**src/rtl/uart_tx_if.sv**
```systemverilog
// uart_tx_if: byte handshake between the UART controller and the transmitter.
//
// Signals:
//   in_data   byte to send, meaningful only while in_valid is high
//   in_valid  controller has a byte for the transmitter
//   in_ready  transmitter holding register is empty
//
// Modports:
//   master  controller side (drives data/valid, observes ready)
//   slave   transmitter side (observes data/valid, drives ready)
interface uart_tx_if;
    logic [7:0] in_data;
    logic       in_valid;
    logic       in_ready;

    modport master (
        output in_data,
        output in_valid,
        input  in_ready
    );

    modport slave (
        input  in_data,
        input  in_valid,
        output in_ready
    );
endinterface

```
**src/rtl/uart_tx.sv**
```systemverilog
// uart_tx: 8-N-1 UART transmitter with a one-byte holding register.
//
// A byte is accepted from the controller on any clock edge where in_valid and in_ready are both
// high. It waits in the holding register until the shift stage is free, so the next byte can be
// queued while the current frame is still shifting out. Frames are sent LSB first:
// start (0), data bits 0..7, [parity], STOP_BITS stop bits (1). Each bit lasts KBAUD clocks,
// matching the bit timing of the companion receiver.
//
// Optional feature (compile-time macro UART_TX_PARITY_EN):
//   defined   - an even-parity bit is inserted between data bit 7 and the stop bits
//   undefined - plain 8-N-1 framing, no parity logic
//
// Parameters:
//   KBAUD      clocks per bit, must be >= 2
//   STOP_BITS  number of stop bits, 1 or 2
//
// Ports:
//   clk      system clock, rising edge
//   rst_n    asynchronous active-low reset
//   host     byte handshake (uart_tx_if.slave): in_data, in_valid, in_ready
//   out_tx   serial line, registered, idle high
//   Tx_done  one-clock pulse during the last clock of the final stop bit
//   busy     frame in progress or a byte waiting in the holding register
module uart_tx #(
    parameter int unsigned KBAUD     = 14'd10416,
    parameter int unsigned STOP_BITS = 1
) (
    input  logic       clk,
    input  logic       rst_n,
    uart_tx_if.slave   host,
    output logic       out_tx,
    output logic       Tx_done,
    output logic       busy
);

    localparam int unsigned CW = (KBAUD > 1) ? $clog2(KBAUD) : 1;
    localparam logic [CW-1:0] BaudLast = CW'(KBAUD - 1);
    localparam logic [CW-1:0] BaudOne  = CW'(1);
    localparam logic          StopLast = 1'(STOP_BITS - 1);

    typedef enum logic [2:0] {
        StIdle,
        StStart,
        StData,
`ifdef UART_TX_PARITY_EN
        StParity,
`endif
        StStop
    } state_e;

    state_e         state;
    logic [7:0]     hold;
    logic           hold_full;
    logic [7:0]     shifter;
    logic [CW-1:0]  baud_cnt;
    logic [2:0]     bit_idx;
    logic           stop_idx;
    logic           in_ready_q;

    logic accept;
    logic last_stop;
    logic bit_end;
    logic frame_end;
    logic load;
    logic idle_next;
    logic hold_full_d;
    logic busy_d;

    assign host.in_ready = in_ready_q;

    // Handshake, shift-stage load and the registered status flags are derived here so that
    // in_ready and busy reflect the state the FSM is about to enter, not the one it is leaving.
    always_comb begin
        accept      = host.in_valid & in_ready_q;
        last_stop   = (stop_idx == StopLast);
        bit_end     = (baud_cnt == '0);
        frame_end   = (state == StStop) & bit_end & last_stop;
        // The shifter takes the held byte either from idle or directly at the end of a frame,
        // which keeps back-to-back frames gap-free.
        load        = hold_full & ((state == StIdle) | frame_end);
        idle_next   = ((state == StIdle) & ~load) | (frame_end & ~hold_full);
        hold_full_d = accept | (hold_full & ~load);
        busy_d      = ~idle_next | hold_full_d;
    end

    always_ff @(posedge clk or negedge rst_n) begin
        if (!rst_n) begin
            state      <= StIdle;
            out_tx     <= 1'b1;
            Tx_done    <= 1'b0;
            busy       <= 1'b0;
            in_ready_q <= 1'b1;
            hold       <= '0;
            hold_full  <= 1'b0;
            shifter    <= '0;
            baud_cnt   <= '0;
            bit_idx    <= '0;
            stop_idx   <= 1'b0;
        end else begin
            hold_full  <= hold_full_d;
            in_ready_q <= ~hold_full_d;
            busy       <= busy_d;
            Tx_done    <= 1'b0;

            if (accept) begin
                hold <= host.in_data;
            end
            if (load) begin
                shifter <= hold;
            end

            unique case (state)
                StIdle: begin
                    if (hold_full) begin
                        state    <= StStart;
                        out_tx   <= 1'b0;
                        baud_cnt <= BaudLast;
                    end
                end

                StStart: begin
                    if (bit_end) begin
                        state    <= StData;
                        bit_idx  <= '0;
                        out_tx   <= shifter[0];
                        baud_cnt <= BaudLast;
                    end else begin
                        baud_cnt <= baud_cnt - BaudOne;
                    end
                end

                StData: begin
                    if (bit_end) begin
                        baud_cnt <= BaudLast;
                        if (bit_idx == 3'd7) begin
`ifdef UART_TX_PARITY_EN
                            state    <= StParity;
                            out_tx   <= ^shifter;
`else
                            state    <= StStop;
                            stop_idx <= 1'b0;
                            out_tx   <= 1'b1;
`endif
                        end else begin
                            bit_idx <= bit_idx + 3'd1;
                            out_tx  <= shifter[bit_idx + 3'd1];
                        end
                    end else begin
                        baud_cnt <= baud_cnt - BaudOne;
                    end
                end

`ifdef UART_TX_PARITY_EN
                StParity: begin
                    if (bit_end) begin
                        state    <= StStop;
                        stop_idx <= 1'b0;
                        out_tx   <= 1'b1;
                        baud_cnt <= BaudLast;
                    end else begin
                        baud_cnt <= baud_cnt - BaudOne;
                    end
                end
`endif

                StStop: begin
                    if (bit_end) begin
                        if (last_stop) begin
                            stop_idx <= 1'b0;
                            if (hold_full) begin
                                // Next frame starts on this edge: no idle bit between frames.
                                state    <= StStart;
                                out_tx   <= 1'b0;
                                baud_cnt <= BaudLast;
                            end else begin
                                state <= StIdle;
                            end
                        end else begin
                            stop_idx <= 1'b1;
                            baud_cnt <= BaudLast;
                        end
                    end else begin
                        baud_cnt <= baud_cnt - BaudOne;
                        // Registered, so raising it one count early lands the pulse on the
                        // final clock of the last stop bit.
                        if ((baud_cnt == BaudOne) && last_stop) begin
                            Tx_done <= 1'b1;
                        end
                    end
                end

                default: begin
                    state  <= StIdle;
                    out_tx <= 1'b1;
                end
            endcase
        end
    end

endmodule

```
**src/flat_wrapper.sv**
```systemverilog
// flat-port wrapper written by rule: the top's interface ports become plain ports
module uart_tx_flat 
#(
    parameter int unsigned KBAUD     = 14'd10416,
    parameter int unsigned STOP_BITS = 1
)
  (clk, rst_n, out_tx, Tx_done, busy, host_in_data, host_in_valid, host_in_ready);
  uart_tx_if host_i ();
  input  logic clk;
  input  logic rst_n;
  output logic out_tx;
  output logic Tx_done;
  output logic busy;
  input wire logic [$bits(host_i.in_data)-1:0] host_in_data;
  input wire logic [$bits(host_i.in_valid)-1:0] host_in_valid;
  output wire logic [$bits(host_i.in_ready)-1:0] host_in_ready;
  assign host_i.in_data = host_in_data;
  assign host_i.in_valid = host_in_valid;
  assign host_in_ready = host_i.in_ready;
  uart_tx #(.KBAUD(KBAUD), .STOP_BITS(STOP_BITS)) u_core (.clk(clk), .rst_n(rst_n), .host(host_i), .out_tx(out_tx), .Tx_done(Tx_done), .busy(busy));
endmodule
```
**config.mk**
```make
export PLATFORM = sky130hd
export DESIGN_NAME = uart_tx_flat
export DESIGN_NICKNAME = d
export VERILOG_FILES = /design/src/rtl/uart_tx_if.sv /design/src/rtl/uart_tx.sv /design/src/flat_wrapper.sv
export SDC_FILE = /design/constraint.sdc
export NUM_CORES = 1
export LEC_CHECK = 0
export CORE_MARGIN = 2
export CORE_UTILIZATION = 45
export CTS_BUF_LIST = sky130_fd_sc_hd__clkbuf_8 sky130_fd_sc_hd__clkbuf_16
export DETAILED_ROUTE_END_ITERATION = 6
export SYNTH_ARGS = -nofsm -noshare
export SYNTH_HDL_FRONTEND = slang
export SYNTH_SLANG_ARGS = --single-unit
```
**constraint.sdc**
```tcl
create_clock -name clk -period 4.85 [get_ports clk]
set_clock_uncertainty 0.05 [all_clocks]
set_input_delay 0.97 -clock clk [delete_from_list [all_inputs] [get_ports clk]]
set_output_delay 0.97 -clock clk [all_outputs]
set_load 0.05 [all_outputs]
```
==> results.toml <==
[clocking]
cts_made_buffers = 5
hold_buffers = 0
post-cts-setup-buffers = 0
clkLatencyLatePin_ps = 300
clockRootBuffer = "clkbuf_8"
ctsResizeCount = 0
clk_path_buf_depth = 2
cts_tree = "built"
cts_htree_levels = 2
cts_num_sinks = 40
cts.clk_slew.worst_paths_ps = 90

[worst_setup_path]
reg2reg_from = "u_core.baud_cnt[0]"
cpPeakStageDelay_ps = 800
worstSetupStartpointType = "register"
required_ps = 3830
path_delay_family = "buffers and inverters"
critPathArrivalTime_ps = 1630
worstPathMaxFanout = 2
crit_type = "reg -> out"
worstReg2RegEnd = "u_core.shifter[3]"
critPathSlowestCell = "clkdlybuf4s50_1"
cp-end-kind = "output pin"
r2r_setup_slack_ps = 2240
crit_path_cell_trace = "clkdlybuf4s50_1"
worst-path-buf-inv = 1
worstRegToRegCells = 6

[layout]
final_layout_size_suffix_gt1_frac = 0.173
diodes = 0
layout_commonest_cell = "dfrtp_1"
post_layout_nonfiller_instances = 296
most-common-layout-cells = "dfrtp_1 (38), inv_1 (13), nor2_1 (13), mux2_2 (13), clkdlybuf4s50_1 (13)"
design_area_mm2 = 0.00257
nets = 245
synthToLayoutAreaGrowth_pct = 11.0

[worst_hold_path]
hp-start = "u_core.hold[0]"
min_path_cells = 1
whs_endpoint = "u_core.shifter[0]"
hp-class = "reg -> reg"

[floorplanning]
start_util = 0.460
die_width_um = 75.8
die_y_um = 75.8
rows = 26
die_area_mm2 = 0.00574
core_mm2 = 0.00504
ioPinCount = 15

[global_route]
grt_pass1_vias = 1792
track_usage = 0.198
grt_overflow = 0
grt_max_degree = 41
antenna_found_initial = 0
grt_first_pass_wirelength_um = 8640

[route]
wl_per_cell_um = 16.6
first_iter_violations = 125
ant_nets = 0
dr_total_vias = 1765
routed_via_density = 5.96
postRouteWirelength_um = 4900
dr.pass1.iters = 4
remaining_drc_errors = 0

[timing]
final_max_slew_viol_count = 0
fmax_mhz = 378
hold_ws_ps = 460
setup_viol = 0
worst_pin_slew_ps = 871
rsz0062_at_grt = "false"
layout_worst_path_cycle_share = 0.546
layout_min_cycle_time_ps = 2650
hold_viol_final = 0
slew-limit-headroom = 0.420
fin_tns_setup_ps = 0

[power]
power_uw = 636
irDropWorstVdd_v = 0.000129
leakage_nw = 1.11
powerDensity_mw_per_mm2 = 247

[yosys]
synth_edf_count = 0
synth.avg_cell_area_um2 = 10.9
synth_ff_type = "dfrtp_1"
yosys.area.top_type = "dfrtp_1"
synth-seq-cells = 40
yosysUniqueCellTypes = 52
synthArstFlopShare = 1.00
synthTopCellsByArea = "dfrtp_1 (41%), mux2_2 (6.3%), mux2_4 (5.2%)"
synth_seq_area_share = 0.433
synth_area_mm2 = 0.00232
netlist_instances = 213
syn-num-nets = 233
synth_top_area_frac = 0.410
synth-warning-count = 0

[place]
dp_hpwl_um = 3560
place_congestion = 0.856
portBuffers = 14
place_inst = 288
dpl-instance-area_mm2 = 0.00249

[outcome]
status = "completed"

[flow_run]
maxCapViolCount = 0
[registers in the layout, summed over array words and instances, names as in the netlist]
| name | count |
|---|---|
| u_core.host.in_ready | 1 |
| u_core.Tx_done | 1 |
| u_core.hold_full | 1 |
| u_core.out_tx | 1 |
| u_core.bit_idx | 3 |
| u_core.state | 2 |
| u_core.shifter | 8 |
| u_core.hold | 8 |
| u_core.baud_cnt | 14 |
| u_core.busy | 1 |
[synthesized netlist by cell type (2+ instances only)]
library cell / n
ha_1: 9
buf_6: 2
nor2b_1: 5
nand4_1: 3
dfstp_2: 2
o22a_1: 3
and3_1: 3
a21oi_1: 11
a32o_1: 2
mux2_2: 13
inv_1: 12
nor2_1: 13
nand2_1: 8
o21ai_0: 7
mux2_4: 8
a2111oi_0: 2
nand2b_1: 5
clkbuf_1: 6
dfrtp_1: 38
a41oi_1: 4
o21a_1: 3
nor3_1: 6
o221a_2: 3
o22ai_1: 2
o221ai_1: 5
and2_1: 3
a31oi_1: 2
o31ai_1: 2
o211ai_1: 2
nand3_1: 3
or4_1: 3
or3_1: 3
[per-stage QoR]
step,worst slack [ps],utilization
floorplan,2760,-
global placement,2380,0.494
detailed placement,2290,0.494
CTS,2180,0.511
global route,2020,0.511
finish,2200,0.511
[cell families (layout without fill, tap and decap cells)]
group                    Yosys count  count (layout)  synth area share
adder cells (fa/ha/maj)            9               9            0.0485
buffers and inverters             21              34            0.0421
flip-flops                        40              40             0.433
AO/OA/AOI/OAI                     57              57             0.186
multiplexers                      22              22             0.119
AND/OR/NAND/NOR                   64              64             0.172
[cell type report]
class                      count  area [um2]
fill                         468        2470
multi-input combinational    152        1220
sequential                    40        1000
timing repair buffer          14         135
tap                           70        87.6
clock buffer                   5        68.8
inverter                      12        45.0
clock inverter                 3        16.3
[routing by layer]
layer / wire length, um / vias to the layer above / GRT usage
met2: 2480 / 49 / 0.326
met5: 0 / - / 0
met4: 133 / 0 / 0.0858
met1: 2110 / 868 / 0.253
met3: 183 / 16 / 0.0410
li1: - / 832 / -
[how the worst max path moves through the flow]
stage / to / slack (ps) / start / depth (start not counted)
global placement: u_core.shifter[4] / 2380 / u_core.baud_cnt[0] / 6
detailed placement: u_core.shifter[4] / 2290 / u_core.baud_cnt[0] / 6
floorplan: u_core.shifter[0] / 2760 / u_core.baud_cnt[0] / 7
CTS: host_in_ready / 2180 / u_core.host.in_ready / 1
global route: u_core.shifter[3] / 2020 / u_core.baud_cnt[0] / 6
finish: host_in_ready / 2200 / u_core.host.in_ready / 1
[where the power goes]
group | total, mW | internal (mW) | switching, mW
Clock | 0.216 | 0.0985 | 0.118
Sequential | 0.375 | 0.360 | 0.0149
Combinational | 0.0458 | 0.0278 | 0.0180
Total | 0.636 | 0.486 | 0.150
No activity file was read; power rests on OpenSTA's default activity.
